`config.mk`:
```
export PLATFORM = sky130hd
export DESIGN_NAME = mainfsm_ext
export DESIGN_NICKNAME = d
export VERILOG_FILES = /design/src/rtl/mainfsm_ext.sv
export SDC_FILE = /design/constraint.sdc
export NUM_CORES = 1
export LEC_CHECK = 0
export BUFFER_PORTS_ARGS = -buffer_cell sky130_fd_sc_hd__buf_4
export CORE_AREA = 5 5 50 52
export DETAILED_ROUTE_END_ITERATION = 12
export DIE_AREA = 0 0 55 57
export PLACE_DENSITY = 0.78
export SYNTH_ARGS = -nofsm -noshare
export SYNTH_HDL_FRONTEND = slang
export SYNTH_SLANG_ARGS = --single-unit
```
`constraint.sdc`:
```
create_clock -name clk -period 4 [get_ports clk]
set_input_delay 0.2 -clock clk [delete_from_list [all_inputs] [get_ports clk]]
set_output_delay 0.2 -clock clk [all_outputs]
set_load 0.1 [all_outputs]
```
`src/rtl/mainfsm_ext.sv`:
```
// mainfsm_ext: multi-cycle RV32I main control FSM with memory handshake, timeout and sticky trap
// Optional feature macro: MAINFSM_PERF_EN (adds cycle_cnt / instret_cnt outputs)
// Ports:
//   clk, reset        clock, synchronous active-high reset
//   op                opcode from the instruction register
//   MemReady          memory completes the current access this cycle
//   MemReq            memory request, held until MemReady
//   RegWrite, MemWrite, IRWrite, Branch, PCUpdate   datapath enables
//   ALUSrcA, ALUSrcB, AdrSrc, ResultSrc, ALUOp      datapath selects
//   Illegal, BusErr   sticky trap flag / trap caused by bus timeout
//   state_o           current state for debug
//   cycle_cnt, instret_cnt   performance counters (MAINFSM_PERF_EN only)
module mainfsm_ext #(
    parameter int MEM_TIMEOUT = 16,
    parameter int CNT_W = 32
) (
    input  logic       clk,
    input  logic       reset,
    input  logic [6:0] op,
    input  logic       MemReady,
    output logic       MemReq,
    output logic       RegWrite,
    output logic       MemWrite,
    output logic       IRWrite,
    output logic       Branch,
    output logic       PCUpdate,
    output logic [1:0] ALUSrcA,
    output logic [1:0] ALUSrcB,
    output logic       AdrSrc,
    output logic [1:0] ResultSrc,
    output logic [1:0] ALUOp,
    output logic       Illegal,
    output logic       BusErr,
    output logic [3:0] state_o
`ifdef MAINFSM_PERF_EN
    ,
    output logic [CNT_W-1:0] cycle_cnt,
    output logic [CNT_W-1:0] instret_cnt
`endif
);
    typedef enum logic [3:0] {
        FETCH = 4'd0, DECODE = 4'd1, MEMADR = 4'd2, MEMRD = 4'd3, MEMWB = 4'd4,
        MEMWR = 4'd5, EXECUTER = 4'd6, EXECUTEI = 4'd7, ALUWB = 4'd8, BRANCH = 4'd9,
        JAL = 4'd10, JALRADR = 4'd11, LUI = 4'd12, TRAP = 4'd15
    } state_t;
    // wait count never exceeds MEM_TIMEOUT-1: the limit cycle either completes or traps
    localparam int WW = MEM_TIMEOUT > 1 ? $clog2(MEM_TIMEOUT) : 1;
    state_t state, state_n;
    logic [WW-1:0] wcnt;
    logic waiting, tmo;
    assign waiting = state == FETCH || state == MEMRD || state == MEMWR;
    assign tmo = MEM_TIMEOUT != 0 && waiting && !MemReady && 32'(wcnt) + 32'd1 >= 32'(MEM_TIMEOUT);
    assign state_o = state;
    assign Illegal = state == TRAP;
    always_ff @(posedge clk) begin
        if (reset) begin
            state <= FETCH;
            wcnt <= '0;
            BusErr <= 1'b0;
        end else begin
            state <= state_n;
            wcnt <= (waiting && !MemReady && state_n == state) ? wcnt + 1'b1 : '0;
            if (tmo) BusErr <= 1'b1;
        end
    end
    always_comb begin
        state_n = TRAP;
        MemReq = 1'b0;
        RegWrite = 1'b0;
        MemWrite = 1'b0;
        IRWrite = 1'b0;
        Branch = 1'b0;
        PCUpdate = 1'b0;
        ALUSrcA = 2'b00;
        ALUSrcB = 2'b00;
        AdrSrc = 1'b0;
        ResultSrc = 2'b00;
        ALUOp = 2'b00;
        case (state)
            FETCH: begin
                MemReq = 1'b1;
                IRWrite = MemReady;
                PCUpdate = MemReady;
                ALUSrcB = 2'b10;
                ResultSrc = 2'b10;
                state_n = MemReady ? DECODE : tmo ? TRAP : FETCH;
            end
            DECODE: begin
                ALUSrcA = 2'b01;
                ALUSrcB = 2'b01;
                case (op)
                    7'b0000011, 7'b0100011: state_n = MEMADR;
                    7'b0110011: state_n = EXECUTER;
                    7'b0010011: state_n = EXECUTEI;
                    7'b1100011: state_n = BRANCH;
                    7'b1101111: state_n = JAL;
                    7'b1100111: state_n = JALRADR;
                    7'b0110111: state_n = LUI;
                    7'b0010111: state_n = ALUWB;
                    7'b0001111: state_n = FETCH;
                    default: state_n = TRAP;
                endcase
            end
            MEMADR: begin
                ALUSrcA = 2'b10;
                ALUSrcB = 2'b01;
                state_n = op == 7'b0100011 ? MEMWR : MEMRD;
            end
            MEMRD: begin
                MemReq = 1'b1;
                AdrSrc = 1'b1;
                state_n = MemReady ? MEMWB : tmo ? TRAP : MEMRD;
            end
            MEMWB: begin
                RegWrite = 1'b1;
                ResultSrc = 2'b01;
                state_n = FETCH;
            end
            MEMWR: begin
                MemReq = 1'b1;
                AdrSrc = 1'b1;
                MemWrite = MemReady;
                state_n = MemReady ? FETCH : tmo ? TRAP : MEMWR;
            end
            EXECUTER: begin
                ALUSrcA = 2'b10;
                ALUOp = 2'b10;
                state_n = ALUWB;
            end
            EXECUTEI: begin
                ALUSrcA = 2'b10;
                ALUSrcB = 2'b01;
                ALUOp = 2'b10;
                state_n = ALUWB;
            end
            ALUWB: begin
                RegWrite = 1'b1;
                state_n = FETCH;
            end
            BRANCH: begin
                Branch = 1'b1;
                ALUSrcA = 2'b10;
                ALUOp = 2'b01;
                state_n = FETCH;
            end
            JALRADR: begin
                ALUSrcA = 2'b10;
                ALUSrcB = 2'b01;
                state_n = JAL;
            end
            JAL: begin
                PCUpdate = 1'b1;
                ALUSrcA = 2'b01;
                ALUSrcB = 2'b10;
                state_n = ALUWB;
            end
            LUI: begin
                RegWrite = 1'b1;
                ResultSrc = 2'b11;
                state_n = FETCH;
            end
            default: state_n = TRAP;
        endcase
        if (reset) begin
            MemReq = 1'b0;
            RegWrite = 1'b0;
            MemWrite = 1'b0;
            IRWrite = 1'b0;
            Branch = 1'b0;
            PCUpdate = 1'b0;
        end
    end
`ifdef MAINFSM_PERF_EN
    always_ff @(posedge clk) begin
        if (reset) begin
            cycle_cnt <= '0;
            instret_cnt <= '0;
        end else begin
            if (state != TRAP) cycle_cnt <= cycle_cnt + 1'b1;
            if (state_n == FETCH && state != FETCH) instret_cnt <= instret_cnt + 1'b1;
        end
    end
`else
    localparam int unused_cnt_w = CNT_W;
`endif
endmodule

```
After elaboration in Yosys (flattened, before gate mapping). Index checks and enable logic that the tools add are counted. Widths: inputs -> output; s select.

Register bits: 9. Output and inout port bits: 21.

Reductions and logical operators: 19. Bitwise operators: 1. Equal/unequal tests: 24. Magnitude comparators: 1. Multiplexer cells: 26. Add/sub/neg operators: 2.

Operators by type and width (count): $pmux 4 s9 (1); $pmux 4 s8 (1); $eq 4x4->1 const B (6); $mux 4 (6); $eq 7x6->1 const B (3); $eq 7x7->1 const B (3); $eq 4x3->1 const B (4); $eq 7x5->1 const B (2); $mux 1 (12); $pmux 2 s2 (3); $reduce_or 2->1 (6); $reduce_or 3->1 (3); $eq 4x2->1 const B (2); $reduce_or 4->1 (2); $eq 7x2->1 const B (1); $eq 7x4->1 const B (1); $pmux 2 s3 (1); $add 4x1->5 const B (1); $ge 5x5->1 const B (1); $reduce_or 5->1 (1); $add 4x1->4 const B (1); $eq 4x1->1 const B (1); $eq 4x4->1 (1); $logic_not 4->1 (1); 6 further kinds (9).

Longest topological paths before layout. Gate-level depths: netlist (run 1).

Word-level depth: 12. Depth in mapped cells: 6. Mapped depth without buffers: 5.

Least setup slack after synthesis (run 1). No wires, ideal clock.

Path type: reg2out. Start point: reg state[3], in the netlist state_o[3]. End point: out PCUpdate. Required time: 3800 ps. Cell stages (with the launch flop): 5. Arrival: 6239 ps. Setup slack: -2439 ps. Path buffers: 2. Cells stage by stage: dfxtp_1 -> buf_6 -> clkbuf_1 -> nand2_1 -> a2111oi_0.

Longest elaborated chain between the ends: 3. Elaborated cells between the ends (all ways): 4. Those cells by class: eq/ne (1); mux (2); reduce/logical (1).

Ends and longest elaborated chain: start: declaration (RTL line 48) `state_t state, state_n;`; start signal: assignment (RTL line 61) `state <= state_n;`; $eq 4x4->1 / $logic_not 4->1 (equally long branches) (RTL line 79) `case (state)`; $pmux 1 s2 (*) (RTL line 79); $mux 1 (*) (RTL line 164) `if (reset) begin`; end: declaration (RTL line 26) `output logic PCUpdate,`.

Mark *: on every way between the ends. The rest lies on a longest branch, timed or not.

Worst setup path in the final report (run 1).
Start point: reg state[2], in the netlist state_o[2]. End point: out MemReq.

Longest elaborated chain between the ends: 4. Elaborated cells between the ends (all ways): 6. Those cells by class: eq/ne (2); mux (2); reduce/logical (2).

Ends and longest elaborated chain: $eq 4x2->1, or another cell as far along (RTL line 79); $reduce_or 3->1 (no line) (*); $mux 1 (*) (RTL line 79); $mux 1 (*) (RTL line 164); end: declaration (RTL line 21) `output logic MemReq,`.

Marks and branches as above.

==> results of run 1 <==
routing by layer:
metal  global-route usage [%]  vias to the layer above  wire (µm)
met2                     27.2                       22       1280
met1                     21.4                      474       1040
met5                        0                        -          0
li1                         -                      513          -
met3                     3.39                        2        121
met4                     4.17                        0          4
layout make-up:
cell class	count	area, µm²
Clock inverter	1	5.00
Inverter	4	15.0
Sequential cell	9	180
Fill cell	190	858
Multi-Input combinational cell	103	722
Tap cell	28	35.0
Clock buffer	3	22.5
Timing Repair Buffer	30	225
synth_stat cells (3+ instances only):
master    count
buf_6         3
o21ai_0       4
nor4bb_1      3
buf_2         5
a31oi_1       5
nor3_1        6
inv_1         4
nand2_1      13
nor2b_1       3
nand2b_1      4
nor4_1        4
nor2_1       14
dfxtp_1       9
metrics by stage:
step           hold WS (ns)  std cells  cell area [µm²]
2_1_floorplan         0.439        127              991
3_3_place_gp          0.462        174             1180
3_5_place_dp          0.473        174             1180
4_1_cts               0.188        178             1200
5_1_grt               0.191        178             1200
6_report              0.189        178             1200
worst paths after layout:
path         cells past startpoint                   to                   from
min reg2reg                      2  BusErr$_SDFFE_PP0P_    BusErr$_SDFFE_PP0P_
max reg2reg                      4   wcnt[3]$_SDFF_PP0_  state_o[2]$_SDFF_PP0_
max                              5               MemReq  state_o[2]$_SDFF_PP0_
min                              2   wcnt[1]$_SDFF_PP0_               MemReady
kinds of logic after synthesis:
| group | after synthesis |
|---|---|
| and+or+nand+nor | 68 |
| adders and majority gates | 2 |
| buffers and inverters | 15 |
| muxes | 1 |
| xor gates and xnor gates | 4 |
| DFF | 9 |
| AOI/OAI and AO/OA | 28 |
flip-flops by register name (all words and copies together) (netlist names):
name and flops:
BusErr 1, state_o 4, wcnt 4
==> reports/qor.yml, run 1 <==
clock_network:
  cts_sinks: 9
  cts_tree: "built"
  cts_resized: 0
  cts-hold-fix-buffers: 0
  clk_latency_ns: 0.27
  cts_root_buf: "clkbuf_4"
  cts_buffers: 3
  clk_pin_slew_ns: 0.07
  clockBufferDepth: 2
  post_cts_buffers: 0
  cts_max_level: 1
cells_and_area:
  layout_commonest_cell: "buf_4"
  nets: 162
  utilization_pct: 58.4
  areaGrowthSynthToFinish_pct: 23.1
  mostFrequentLayoutCells: "buf_4, nor2_1, nand2_1"
  drive_above_1_share_pct: 31.3
  diodes: 0
worst_setup_path:
  start_kind: "register"
  r2r_slack_ns: 2.07
  cp_slowest_stage_delay_ns: 0.90
  critPathTopFamily: "flip-flops"
  crit_fanout: 25
  path_class: "reg2out"
  cp.arrival_ns: 2.14
  crit_path_end_kind: "output pin"
  crit_buf_inv: 2
  slowest_stage: "dfxtp_1"
  crit_chain: "xnor2_1 -> o22ai_2 -> nand2_1 -> inv_1 -> buf_4"
  required_ns: 3.80
synth:
  synthAdderAreaFrac_pct: 2.30
  synth_edf_count: 0
  yosys.area.top_type: "dfxtp_1"
  synth_compound_area_share_pct: 22.4
  synthTopCellsByArea: "dfxtp_1, nor2_1, nand2_1"
  yosys_warnings: 0
  yosysSeqAreaShare_pct: 18.4
  synth_seq_cells: 9
  syn-cell-area_um2: 978
  synth_fp_nets: 138
  synth_cells: 127
  synthSimpleGateAreaFrac_pct: 43.1
  synth_mux_area_share_pct: 1.15
  syn_area_per_cell_um2: 7.70
  synthFlopType: "dfxtp_1"
  synth_top_family_by_area: "simple AND/OR/NAND/NOR gates"
  synthDistinctLibCells: 53
  synth-async-reset-ratio_pct: 0
  synth_top_area_share_pct: 18.4
  synth-xor-area-share_pct: 3.58
route:
  routed_wl_um: 2440
  drtIter0Drc: 15
  wl_per_cell_um: 13.7
  dr.pass1.iters: 4
  ant_nets: 0
  drc_errors: 0
  num_vias: 1011
  vias_per_cell: 5.68
floorplan:
  core_area_um2: 2060
  dieHeight_um: 57
  die-area_um2: 3140
  initial_core_util_pct: 47.4
  die_w_um: 55
  rows: 17
  ioPinCount: 31
sta:
  fmax_mhz: 428
  worst_pin_slew_ns: 0.876
  finalWorstSetupSlack_ns: 1.66
  timing_hold_violations_final: 0
  fin_crit_sh_pct: 58.5
  rsz0062_at_grt: "false"
  setup_violations: 0
  period_needed_ns: 2.34
  drv_slew: 0
  fin_tns_setup_ns: 0
  maxSlewHeadroom_pct: 41.5
  skew_ns: 0.00717
global_routing:
  grt_max_degree: 26
  grt_pass1_wl_um: 3990
  grt_use_total_pct: 16.5
  antenna_found_initial: 0
  grt_pass1_vias: 901
  grt-ovfl-total: 0
placement:
  pre_cts_ws_ns: 2.00
  hpwl_um: 1840
  io_buffers: 30
  gp_congestion: 0.833
worst_hold_path:
  hp-class: "in2reg"
status:
  status: "finished clean"
job:
  maxCapViolCount: 0
Power of run 1 is not shown: default switching activity piles up to over one toggle a cycle in this logic, so the estimate is an artifact.
==> run 2: changes to the inputs <==
Settings changed: CORE_AREA 5 5 50 52 to 5 5 53 55, DIE_AREA 0 0 55 57 to 0 0 58 60, PLACE_DENSITY 0.78 to 0.72.
Clock period 4 ns to 2 ns, I/O delays scaled along.
==> reports/qor.yml, run 2 (synthesis results as in run 1) <==
cells_and_area:
  mostFrequentLayoutCells: "buf_4, nand2_1, nor2_1"
  drive_above_1_share_pct: 41.7  # +10 points
  fillers: 221  # +16%
  nets: 163  # +0.62%
  areaGrowthSynthToFinish_pct: 35.7
  layout_commonest_cell: "buf_4"
  diodes: 0  # unchanged
sta:
  fmax_mhz: 541
  fin_tns_setup_ns: 0  # unchanged
  finalWorstSetupSlack_ns: 0.152  # -1.51 ns
  maxSlewHeadroom_pct: 69.2  # +28 points
  drv_slew: 0  # unchanged
  timing_hold_violations_final: 0  # unchanged
  fin_crit_sh_pct: 92.4
  skew_ns: 0.000891  # -0.00628 ns
  worst_pin_slew_ns: 0.456  # -0.420 ns
  period_needed_ns: 1.85
  setup_violations: 0  # unchanged
  rsz0062_at_grt: "false"
  hold_slack_ns: 0.113  # -0.0758 ns
worst_setup_path:
  path_class: "reg2out"
  crit_path_end_kind: "output pin"
  startpoint: "state_o[2]$_SDFF_PP0_"
  crit_fanout: 25  # unchanged
  start_kind: "register"
  cp.arrival_ns: 1.75  # -0.39 ns
  r2r-start: "state_o[1]$_SDFF_PP0_"
  required_ns: 1.90  # -1.90 ns
status:
  status: "finished clean"
placement:
  hpwl_um: 1950  # +6.1%
  gp_congestion: 0.817  # -1.8%
  io_buffers: 30  # unchanged
  pre_cts_ws_ns: 0.375  # -1.62 ns
floorplan:
  ioPinCount: 31  # unchanged
  core_area_um2: 2340  # +14%
  die_w_um: 58  # +5.5%
  rows: 18  # +1
  dieHeight_um: 60  # +5.3%
  die-area_um2: 3480  # +11%
  initial_core_util_pct: 41.8  # -5.6 points
clock_network:
  clk_latency_ns: 0.25  # -0.02 ns
  cts_sinks: 9  # unchanged
  cts_buffers: 3  # unchanged
  cts_root_buf: "clkbuf_4"
  post_cts_buffers: 0  # unchanged
  cts_max_level: 1  # unchanged
  clk_pin_slew_ns: 0.06  # about the same
  cts_resized: 0  # unchanged
  clockBufferDepth: 2  # unchanged
  cts_tree: "built"
  cts-hold-fix-buffers: 0  # unchanged
route:
  num_vias: 1014  # +0.30%
  vias_per_cell: 5.60  # -1.4%
  routed_wl_um: 2580  # +5.9%
  drc_errors: 0  # unchanged
  ant_nets: 0  # unchanged
  dr.pass1.iters: 4  # unchanged
  wl_per_cell_um: 14.3  # +4.1%
  drtIter0Drc: 43  # +28
global_routing:
  antenna_found_initial: 0  # unchanged
  grt_max_degree: 26  # unchanged
  grt_pass1_wl_um: 4240  # +6.4%
  grt_pass1_vias: 967  # +7.3%
  grt-ovfl-total: 0  # unchanged
  grt_use_total_pct: 15.3  # -1.2 points
job:
  maxCapViolCount: 0  # unchanged
worst_hold_path:
  hp-class: "in2reg"
  min-delay-start: "MemReady"
run 2: cell types whose count changed in the layout (fill, tap and decap cells not counted), moves of 4 or more:
cell,change
nor3_1,-5
nor3_4,+5
nor2_2,+4
dfxtp_4,+4
dfxtp_1,-4
nor2_1,-5
run 2: cell type report:
| type | count | area (µm²) | share of cell area (%) |
|---|---|---|---|
| multi-input cells | 103 | 821 | 61.8 |
| repair buffers | 31 | 233 | 17.5 |
| flip-flops and latches | 9 | 195 | 14.7 |
| well taps | 30 | 37.5 | 2.83 |
| clock buffers | 4 | 26.3 | 1.98 |
| inverters | 4 | 15.0 | 1.13 |
run 2: path summary, 6_finish.rpt:
check | endpoint | slack (ns) | cells after the start
min reg2reg | wcnt[0]$_SDFF_PP0_ | 0.48 | 1
max | MemReq | 0.15 | 5
min | wcnt[1]$_SDFF_PP0_ | 0.11 | 2
max reg2reg | wcnt[3]$_SDFF_PP0_ | 0.35 | 4
run 2: per-stage QoR:
step / cell area, µm² / utilization [%] / instances
after global routing: 1330 / 56.7 / 181
after floorplan: 1120 / - / 127
after detailed placement: 1300 / 55.6 / 177
final: 1330 / 56.7 / 181
after global placement: 1300 / 55.6 / 177
after CTS: 1330 / 56.7 / 181
run 2: critical path, cell delays in order, from the launching register on:
cell and delay (ns):
dfxtp_4 0.54, xnor2_1 0.25, o22ai_2 0.15, nand2_1 0.25, inv_1 0.07, buf_4 0.23
run 2: per-layer routing:
layer	vias to the layer above	part of all wire (%)	track usage, %	wire length [µm]
met3	2	7.9	3.46	205
li1	517	-	-	-
met2	37	46	24.4	1200
met4	0	0.31	4.64	8
met5	-	0	0	0
met1	458	45	20.5	1170
Power of run 2 is left out for the same reason.
==> run 3: changes to the inputs <==
Settings changed: CORE_AREA 5 5 53 55 to 5 5 50 52, DIE_AREA 0 0 58 60 to 0 0 55 57, PLACE_DENSITY 0.72 to 0.78.
Clock period 2 ns to 2.3 ns, I/O delays scaled along.
==> reports/qor.yml, run 3 (synthesis results as in run 1) <==
worst_setup_path:
  start_kind: "register"
  cp.arrival_ns: 1.97  # +0.22 ns
  worstReg2RegEnd: "wcnt[3]$_SDFF_PP0_"
  path_class: "reg2out"
  slowest_stage: "dfxtp_2"
  r2r_slack_ns: 0.62  # +0.27 ns
  cp_slowest_stage_delay_ns: 0.57  # +0.03 ns
  crit_path_end_kind: "output pin"
  required_ns: 2.18  # +0.28 ns
  reg2reg_depth: 4  # unchanged
  crit_fanout: 18  # -28%
  r2r-start: "state_o[1]$_SDFF_PP0_"
  crit_chain: "or2_1 -> o22ai_2 -> nand2_1 -> inv_1 -> buf_4"
route:
  drc_errors: 0  # unchanged
  num_vias: 1045  # +3.1%
  wl_per_cell_um: 15.1  # +5.8%
  ant_nets: 0  # unchanged
  vias_per_cell: 5.87  # +4.8%
  drtIter0Drc: 25  # -42%
  routed_wl_um: 2690  # +4.0%
  dr.pass1.iters: 4  # unchanged
floorplan:
  ioPinCount: 31  # unchanged
  rows: 17  # -1
  core_area_um2: 2060  # -12%
  die_w_um: 55  # -5.2%
  initial_core_util_pct: 47.4  # +5.6 points
  die-area_um2: 3140  # -9.9%
  dieHeight_um: 57  # -5.0%
global_routing:
  grt_max_degree: 26  # unchanged
  antenna_found_initial: 0  # unchanged
  grt_pass1_wl_um: 4480  # +5.5%
  grt_pass1_vias: 1001  # +3.5%
  grt_use_total_pct: 18.7  # +3.4 points
  grt-ovfl-total: 0  # unchanged
placement:
  hpwl_um: 1980  # +1.5%
  gp_congestion: 0.805  # -1.6%
  dp_cells: 174  # -1.7%
  io_buffers: 30  # unchanged
sta:
  fmax_mhz: 479
  setup_violations: 0  # unchanged
  worst_pin_slew_ns: 0.544  # +0.0880 ns
  rsz0062_at_grt: "false"
  fin_crit_sh_pct: 90.7
  drv_slew: 0  # unchanged
  fin_tns_setup_ns: 0  # unchanged
  period_needed_ns: 2.09
  timing_hold_violations_final: 0  # unchanged
  hold_slack_ns: 0.105  # -0.00845 ns
  skew_ns: 0.00147  # +0.000583 ns
  maxSlewHeadroom_pct: 63.7  # -5.4 points
cells_and_area:
  fillers: 196  # -11%
  mostFrequentLayoutCells: "buf_4, nand2_1, nor2_1"
  multi_input_area_um2: 812  # -1.1%
  diodes: 0  # unchanged
  seq_area_um2: 190  # -2.6%
  layout_commonest_cell: "buf_4"
  fin_cells: 178  # -1.7%
  areaGrowthSynthToFinish_pct: 33.2
  nets: 162  # -0.61%
  drive_above_1_share_pct: 40.0  # -1.7 points
clock_network:
  cts_max_level: 1  # unchanged
  cts-hold-fix-buffers: 0  # unchanged
  cts_tree: "built"
  clk_pin_slew_ns: 0.06  # about the same
  cts_resized: 0  # unchanged
  cts_buffers: 3  # unchanged
  cts_root_buf: "clkbuf_4"
  cts_sinks: 9  # unchanged
  clockBufferDepth: 2  # unchanged
  clk_latency_ns: 0.27  # +0.02 ns
  post_cts_buffers: 0  # unchanged
worst_hold_path:
  min-delay-start: "MemReady"
  hp-class: "in2reg"
  holdPathStages: 2  # unchanged
  hold_end: "wcnt[3]$_SDFF_PP0_"
job:
  maxCapViolCount: 0  # unchanged
status:
  status: "finished clean"
==> run 3: stage by stage <==
stage               util [%]  instance area, µm²  worst slack (ns)
finish                  63.2                1300             0.214
global route            63.2                1300            0.0393
CTS                     63.2                1300             0.215
detailed placement      61.9                1280             0.528
global placement        61.9                1280             0.589
floorplan                  -                1090            -0.231
==> run 3: layout make-up <==
type,instances,area share [%]
inverter,4,1.15
sequential,9,14.6
clock buffer,4,2.02
multi-input combinational,103,62.3
tap,28,2.69
timing repair buffer,30,17.3
==> run 3: worst max-delay path, delay by kind of cell (launching register included) <==
kind / cells / cell delay, ns
simple gates: 2 / 0.69
compound gates: 1 / 0.14
flops: 1 / 0.57
buf+inv: 2 / 0.30
==> run 3: metal layers <==
metal	vias up	part of all wire [%]	track usage (%)	routed length, µm
met5	-	0	0	0
met4	0	1.6	6.25	42
met3	5	4.7	2.09	127
met2	29	47	28.7	1260
met1	494	47	26.6	1250
li1	517	-	-	-
==> run 3: worst max-delay path by stage <==
| stage | start | to | cells past startpoint |
|---|---|---|---|
| 6_report | state_o[0]$_SDFF_PP0_ | MemReq | 5 |
| 3_5_place_dp | state_o[0]$_SDFF_PP0_ | MemReq | 5 |
| 4_1_cts | state_o[0]$_SDFF_PP0_ | MemReq | 5 |
| 3_3_place_gp | state_o[0]$_SDFF_PP0_ | MemReq | 5 |
| 2_1_floorplan | state_o[3]$_SDFF_PP0_ | PCUpdate | 4 |
| 5_1_grt | state_o[0]$_SDFF_PP0_ | MemReq | 5 |
Power of run 3 is left out for the same reason.
